[config.mk]
export PLATFORM = sky130hd
export DESIGN_NAME = os_acc_drain
export DESIGN_NICKNAME = d
export VERILOG_FILES = /design/src/rtl/os_acc_drain.sv
export SDC_FILE = /design/constraint.sdc
export NUM_CORES = 1
export LEC_CHECK = 0
export ABC_CLOCK_PERIOD_IN_PS = 4700
export CAP_MARGIN = 20
export CORE_ASPECT_RATIO = 1.75
export CORE_UTILIZATION = 44
export DETAILED_ROUTE_END_ITERATION = 7
export HOLD_SLACK_MARGIN = 0.06
export PLACE_DENSITY = 0.88
export SETUP_SLACK_MARGIN = 0.05
export SYNTH_ARGS = -nofsm -noshare
export SYNTH_HDL_FRONTEND = slang
export SYNTH_SLANG_ARGS = --single-unit
export TNS_END_PERCENT = 100
[constraint.sdc]
create_clock -name clk -period 4.7 [get_ports clk]
set_clock_uncertainty 0.05 [all_clocks]
set_input_delay 0.94 -clock clk [delete_from_list [all_inputs] [get_ports clk]]
set_output_delay 0.94 -clock clk [all_outputs]
set_load 0.02 [all_outputs]
[src/rtl/os_acc_drain.sv]
// Drain stage for one output-stationary PE row: snapshot all COLS accumulators, stream them column 0 first.
// Optional requantisation (arithmetic shift + int8 saturate) is enabled by defining DRAIN_REQUANT_EN.
module os_acc_drain #(
    parameter int COLS        = 4,
    parameter int ACC_WIDTH   = 32,
    parameter int SHIFT_WIDTH = 5
) (
    input  logic                       clk,
    input  logic                       rst,
    input  logic [COLS*ACC_WIDTH-1:0]  acc_in,
    input  logic                       cap_valid,
    output logic                       cap_ready,
    input  logic [SHIFT_WIDTH-1:0]     shift,
    output logic                       out_valid,
    input  logic                       out_ready,
    output logic [ACC_WIDTH-1:0]       out_data,
    output logic [$clog2(COLS)-1:0]    out_col,
    output logic                       out_last,
    output logic                       overflow
);

    localparam int                IDX_W    = $clog2(COLS);
    localparam logic [IDX_W-1:0]  LAST_IDX = IDX_W'(COLS - 1);

    typedef enum logic {
        S_IDLE  = 1'b0,
        S_DRAIN = 1'b1
    } state_t;

    state_t                r_state;
    state_t                w_state_next;
    logic [ACC_WIDTH-1:0]  r_snap [COLS];
    logic [IDX_W-1:0]      r_index;
    logic                  r_overflow;

    logic                  w_is_last;
    logic                  w_beat;
    logic                  w_cap_accept;
    logic [ACC_WIDTH-1:0]  w_word;
    logic [ACC_WIDTH-1:0]  w_drained;

    assign out_valid    = (r_state == S_DRAIN);
    assign w_is_last    = (r_index == LAST_IDX);
    assign w_beat       = out_valid & out_ready;
    assign w_word       = r_snap[r_index];

    // NOTE: every signal driven here gets a default first so no path leaves it unassigned (no latch).
    always_comb begin
        w_state_next = r_state;
        cap_ready    = 1'b0;
        case (r_state)
            S_IDLE: begin
                cap_ready = 1'b1;
                if (cap_valid) begin
                    w_state_next = S_DRAIN;
                end
            end
            S_DRAIN: begin
                // The final handshake frees the bank, so a new tile can land with no bubble.
                if (w_beat && w_is_last) begin
                    cap_ready    = 1'b1;
                    w_state_next = cap_valid ? S_DRAIN : S_IDLE;
                end
            end
            default: w_state_next = S_IDLE;
        endcase
    end

    assign w_cap_accept = cap_valid & cap_ready;

    // NOTE: sequential state uses non-blocking assignments so every register updates from pre-edge values.
    always_ff @(posedge clk or posedge rst) begin
        if (rst) begin
            r_state <= S_IDLE;
        end else begin
            r_state <= w_state_next;
        end
    end

    // NOTE: the snapshot bank is small and must read back as 0 after reset, so it is reset explicitly.
    always_ff @(posedge clk or posedge rst) begin
        if (rst) begin
            for (int c = 0; c < COLS; c++) begin
                r_snap[c] <= '0;
            end
        end else if (w_cap_accept) begin
            for (int c = 0; c < COLS; c++) begin
                r_snap[c] <= acc_in[c*ACC_WIDTH +: ACC_WIDTH];
            end
        end
    end

    always_ff @(posedge clk or posedge rst) begin
        if (rst) begin
            r_index <= '0;
        end else if (w_cap_accept) begin
            r_index <= '0;
        end else if (w_beat && !w_is_last) begin
            r_index <= r_index + IDX_W'(1);
        end
    end

    always_ff @(posedge clk or posedge rst) begin
        if (rst) begin
            r_overflow <= 1'b0;
        end else if (cap_valid && !cap_ready) begin
            r_overflow <= 1'b1;
        end
    end

`ifdef DRAIN_REQUANT_EN
    localparam logic [ACC_WIDTH-1:0] SAT_MAX = ACC_WIDTH'(127);
    localparam logic [ACC_WIDTH-1:0] SAT_MIN = {{(ACC_WIDTH-8){1'b1}}, 8'h80};

    logic [SHIFT_WIDTH-1:0]      r_shift;
    logic signed [ACC_WIDTH-1:0] w_shifted;
    logic [ACC_WIDTH-8:0]        w_upper;
    logic                        w_fits;

    // The shift belongs to the tile, so it is latched alongside the snapshot.
    always_ff @(posedge clk or posedge rst) begin
        if (rst) begin
            r_shift <= '0;
        end else if (w_cap_accept) begin
            r_shift <= shift;
        end
    end

    assign w_shifted = $signed(w_word) >>> r_shift;
    assign w_upper   = w_shifted[ACC_WIDTH-1:7];
    assign w_fits    = (&w_upper) | ~(|w_upper);
    assign w_drained = w_fits ? $unsigned(w_shifted)
                              : (w_shifted[ACC_WIDTH-1] ? SAT_MIN : SAT_MAX);
`else
    logic w_unused_shift;

    assign w_unused_shift = ^shift;
    assign w_drained      = w_word;
`endif

    assign out_data = out_valid ? w_drained : '0;
    assign out_col  = out_valid ? r_index : '0;
    assign out_last = out_valid & w_is_last;
    assign overflow = r_overflow;

endmodule
==> summary.txt <==
=================================================================================
TritonCTS Buffers                                                              17
Maximum clock rate                                                      267.1 MHz
Via count of the routed design                                               4025
FILL cells                                                                   1067
Area grow syn2layout                                                       36.77%
Post-placement worst setup slack                                         1.223 ns
Most common flop cell mapped by yosys                                sky130_fd_sc_hd__dfrtp_1
Post-Syn Area per Cell                                                15.92 sq um
Worst Setup End Kind                                                 primary output
DRC violation count after routing                                               0
Final Hold Violating Endpoints                                                  0
Max_slew headroom                                                          39.70%
Source-to-sink clock delay at the later pin of the worst-skew pair        0.41 ns
YS warnings                                                                     0
Post-synth EDFFs                                                                0
Synthesized flop and latch total                                              132
Reg2reg start                                                          r_index[1]
Wire length of the first global-routing pass                             24.29 mm
Final RePlAce weighted congestion                                          0.8029
Die outline area                                                     0.01509 sq mm
Final setup fails                                                               0
Initial antenna violation count                                                 0
DP Wirelength                                                            10.26 mm
Port Buffers                                                                  169
Initial core utilization                                                   44.87%
Post-synth cell types                                                          23
Total negative setup slack                                                   0 ns
Summed instance area of the synthesized netlist                      0.006415 sq mm
Drt initial violations                                                        130
GRT Total Usage                                                            21.19%
Proportion of layout cells with a drive suffix above 1                     27.02%
Number of antenna cells inserted                                                0
Type of the setup path with the least slack                            reg -> out
First-pass detailed-route iteration total                                       4
Data arrival time of the critical path                                    2.75 ns
Layout net count                                                              706
I/O pin count                                                                 175
Run status                                                           complete, no violations
Startpoint Class                                                         register
Least setup slack across all paths after layout                         0.9554 ns
Std cell rows                                                                  58
Async SR Flop Fraction                                                     100.0%
Chip Height                                                              161.7 um
Pin count of the biggest net entering global routing                           89
P_int                                                                    4.381 mW
Clock network power share                                                   22.9%
Sw Share                                                                   33.03%
Shortest period the worst path allows                                    3.745 ns
Startpoint of the most critical hold path                                overflow
Sink Count                                                                    132
Hold bufs inserted after CTS                                                    0
Average wire per cell in the routed design                               20.22 um
CTS resizes                                                                     0
VDD IR max                                                            0.0003055 V
Final worst path period share                                              79.67%
Final Slew Violations                                                           0
Number of setup buffers added after CTS                                         0
Critical path peak fanout                                                      19
Core Util, Final                                                           61.37%
Relative contribution of sequential cells to total power                    32.2%
Cell at the root of the clock tree                                   sky130_fd_sc_hd__clkbuf_16
Net switching power                                                      2.161 mW
TritonCTS clock tree                                                          yes
Overflow after GRT                                                              0
Detailed-route wire length                                               15.39 mm
Worst-case clock buffer depth                                                   2
Die W                                                                    93.28 um
Static power due to leakage                                              4.064 nW
Power density over the cells                                         745.6 mW/mm^2
Synthesized Nets                                                              541
Hold WC Path Type                                                      reg -> reg
Portion of the post-synthesis area used by sequential elements             51.49%
Data required time at the worst endpoint                                  3.71 ns
Avg Vias per Cell                                                           5.289
Worst Max-Slew Pin Slew                                                 0.9045 ns
H-Tree Level Count                                                              4
Setup repair after global routing missed its margin                         false
Reg clk slew, reported paths                                              0.06 ns
Max-cap violations                                                              0
Hold_ws                                                                 0.4456 ns
Share of total power in combinational logic                                 44.9%
Core area                                                            0.01430 sq mm
Number of global-route vias before repair                                    4696
Startpoint of the worst setup timing path                               out_valid
Count of antenna-violating nets left after detailed routing                     0
Gate count after technology mapping                                           403
=================================================================================
metal layers:
| metal | share of wire [%] | up-vias | wire [um] | global-route usage [%] |
|---|---|---|---|---|
| met5 | 0 | - | 0 | 0 |
| met4 | 4.2 | 0 | 651 | 11.82 |
| met3 | 4.0 | 41 | 618 | 4.401 |
| met2 | 55 | 120 | 8427 | 38.07 |
| met1 | 37 | 2059 | 5688 | 22.70 |
| li1 | - | 1805 | - | - |
critical path, stage by stage (launching register included):
cell and delay, ns:
sky130_fd_sc_hd__dfrtp_1 0.47, sky130_fd_sc_hd__nand2_1 0.58, sky130_fd_sc_hd__buf_4 0.46, sky130_fd_sc_hd__o22ai_1 0.16
sky130_fd_sc_hd__clkdlybuf4s50_1 0.67
Yosys cell counts (all sizes together), types with 2 or more instances:
cell,number,area share [%]
mux2i,64,10
dfrtp,132,51
mux2,128,28
o22ai,32,3.1
buf,21,4.6
clkbuf,7,0.41
a221o,2,0.31
inv,5,0.29
and2,2,0.20
nand2,3,0.29
worst paths after layout:
path                                to  slack (ns)  cells past startpoint
max in group asynchronous   r_index[1]        2.72                      3
hold reg to reg               overflow        0.45                      1
min in group asynchronous  r_snap[109]        0.97                      2
hold / removal                overflow        0.45                      1
setup / recovery           out_data[6]        0.96                      4
setup reg to reg            r_snap[48]        1.79                      5
cell type report:
| cell class | count | area (sq um) | share of cell area [%] |
|---|---|---|---|
| Tap cell | 180 | 225.2 | 2.567 |
| Timing Repair Buffer | 174 | 1774 | 20.22 |
| Sequential cell | 132 | 3307 | 37.69 |
| Clock buffer | 19 | 442.9 | 5.048 |
| Inverter | 5 | 21.27 | 0.2424 |
| Clock inverter | 13 | 221.5 | 2.524 |
| Multi-Input combinational cell | 238 | 2781 | 31.70 |
per-stage QoR:
stage	cell area, sq um	std cells	total power [mW]
floorplan	6415	403	4.036
global placement	8082	728	4.879
detailed placement	8082	728	5.032
CTS	8746	760	6.578
global route	8773	761	6.858
finish	8773	761	6.542
power by group through the flow:
stage	registers [mW]	logic [mW]	clock network (mW)
6_report	2.11	2.94	1.50
5_1_grt	2.17	3.11	1.58
4_1_cts	2.18	2.87	1.53
3_5_place_dp	2.19	2.84	0
3_3_place_gp	2.12	2.75	0
2_1_floorplan	1.94	2.10	0
sequential cells by signal (all words and copies together) (netlist names):
signal and count:
r_index 2, overflow 1, r_snap 128, out_valid 1
cells in the final DEF, fill, tap and decap left out, types with 2 or more instances in the layout:
cell / count
sky130_fd_sc_hd__mux2_2: 16
sky130_fd_sc_hd__o22ai_1: 32
sky130_fd_sc_hd__clkdlybuf4s50_1: 169
sky130_fd_sc_hd__inv_1: 4
sky130_fd_sc_hd__mux2i_1: 64
sky130_fd_sc_hd__mux2_1: 12
sky130_fd_sc_hd__clkbuf_16: 17
sky130_fd_sc_hd__dfrtp_1: 131
sky130_fd_sc_hd__buf_12: 2
sky130_fd_sc_hd__a221o_1: 2
sky130_fd_sc_hd__clkinv_4: 3
sky130_fd_sc_hd__buf_4: 2
sky130_fd_sc_hd__mux2_4: 100
sky130_fd_sc_hd__nand2_1: 2
sky130_fd_sc_hd__inv_6: 3
sky130_fd_sc_hd__and2_1: 2
sky130_fd_sc_hd__bufinv_16: 5
cells by family (layout without fill, tap and decap cells):
logic type	after synthesis	in the layout	share of synthesized area, %
flops	132	132	51.49
buf+inv	33	211	5.325
mux	192	192	38.31
compound gates	37	37	3.881
fa+ha+maj	1	1	0.1950
simple gates	8	8	0.7997
No activity file was read; power rests on OpenSTA's default activity.
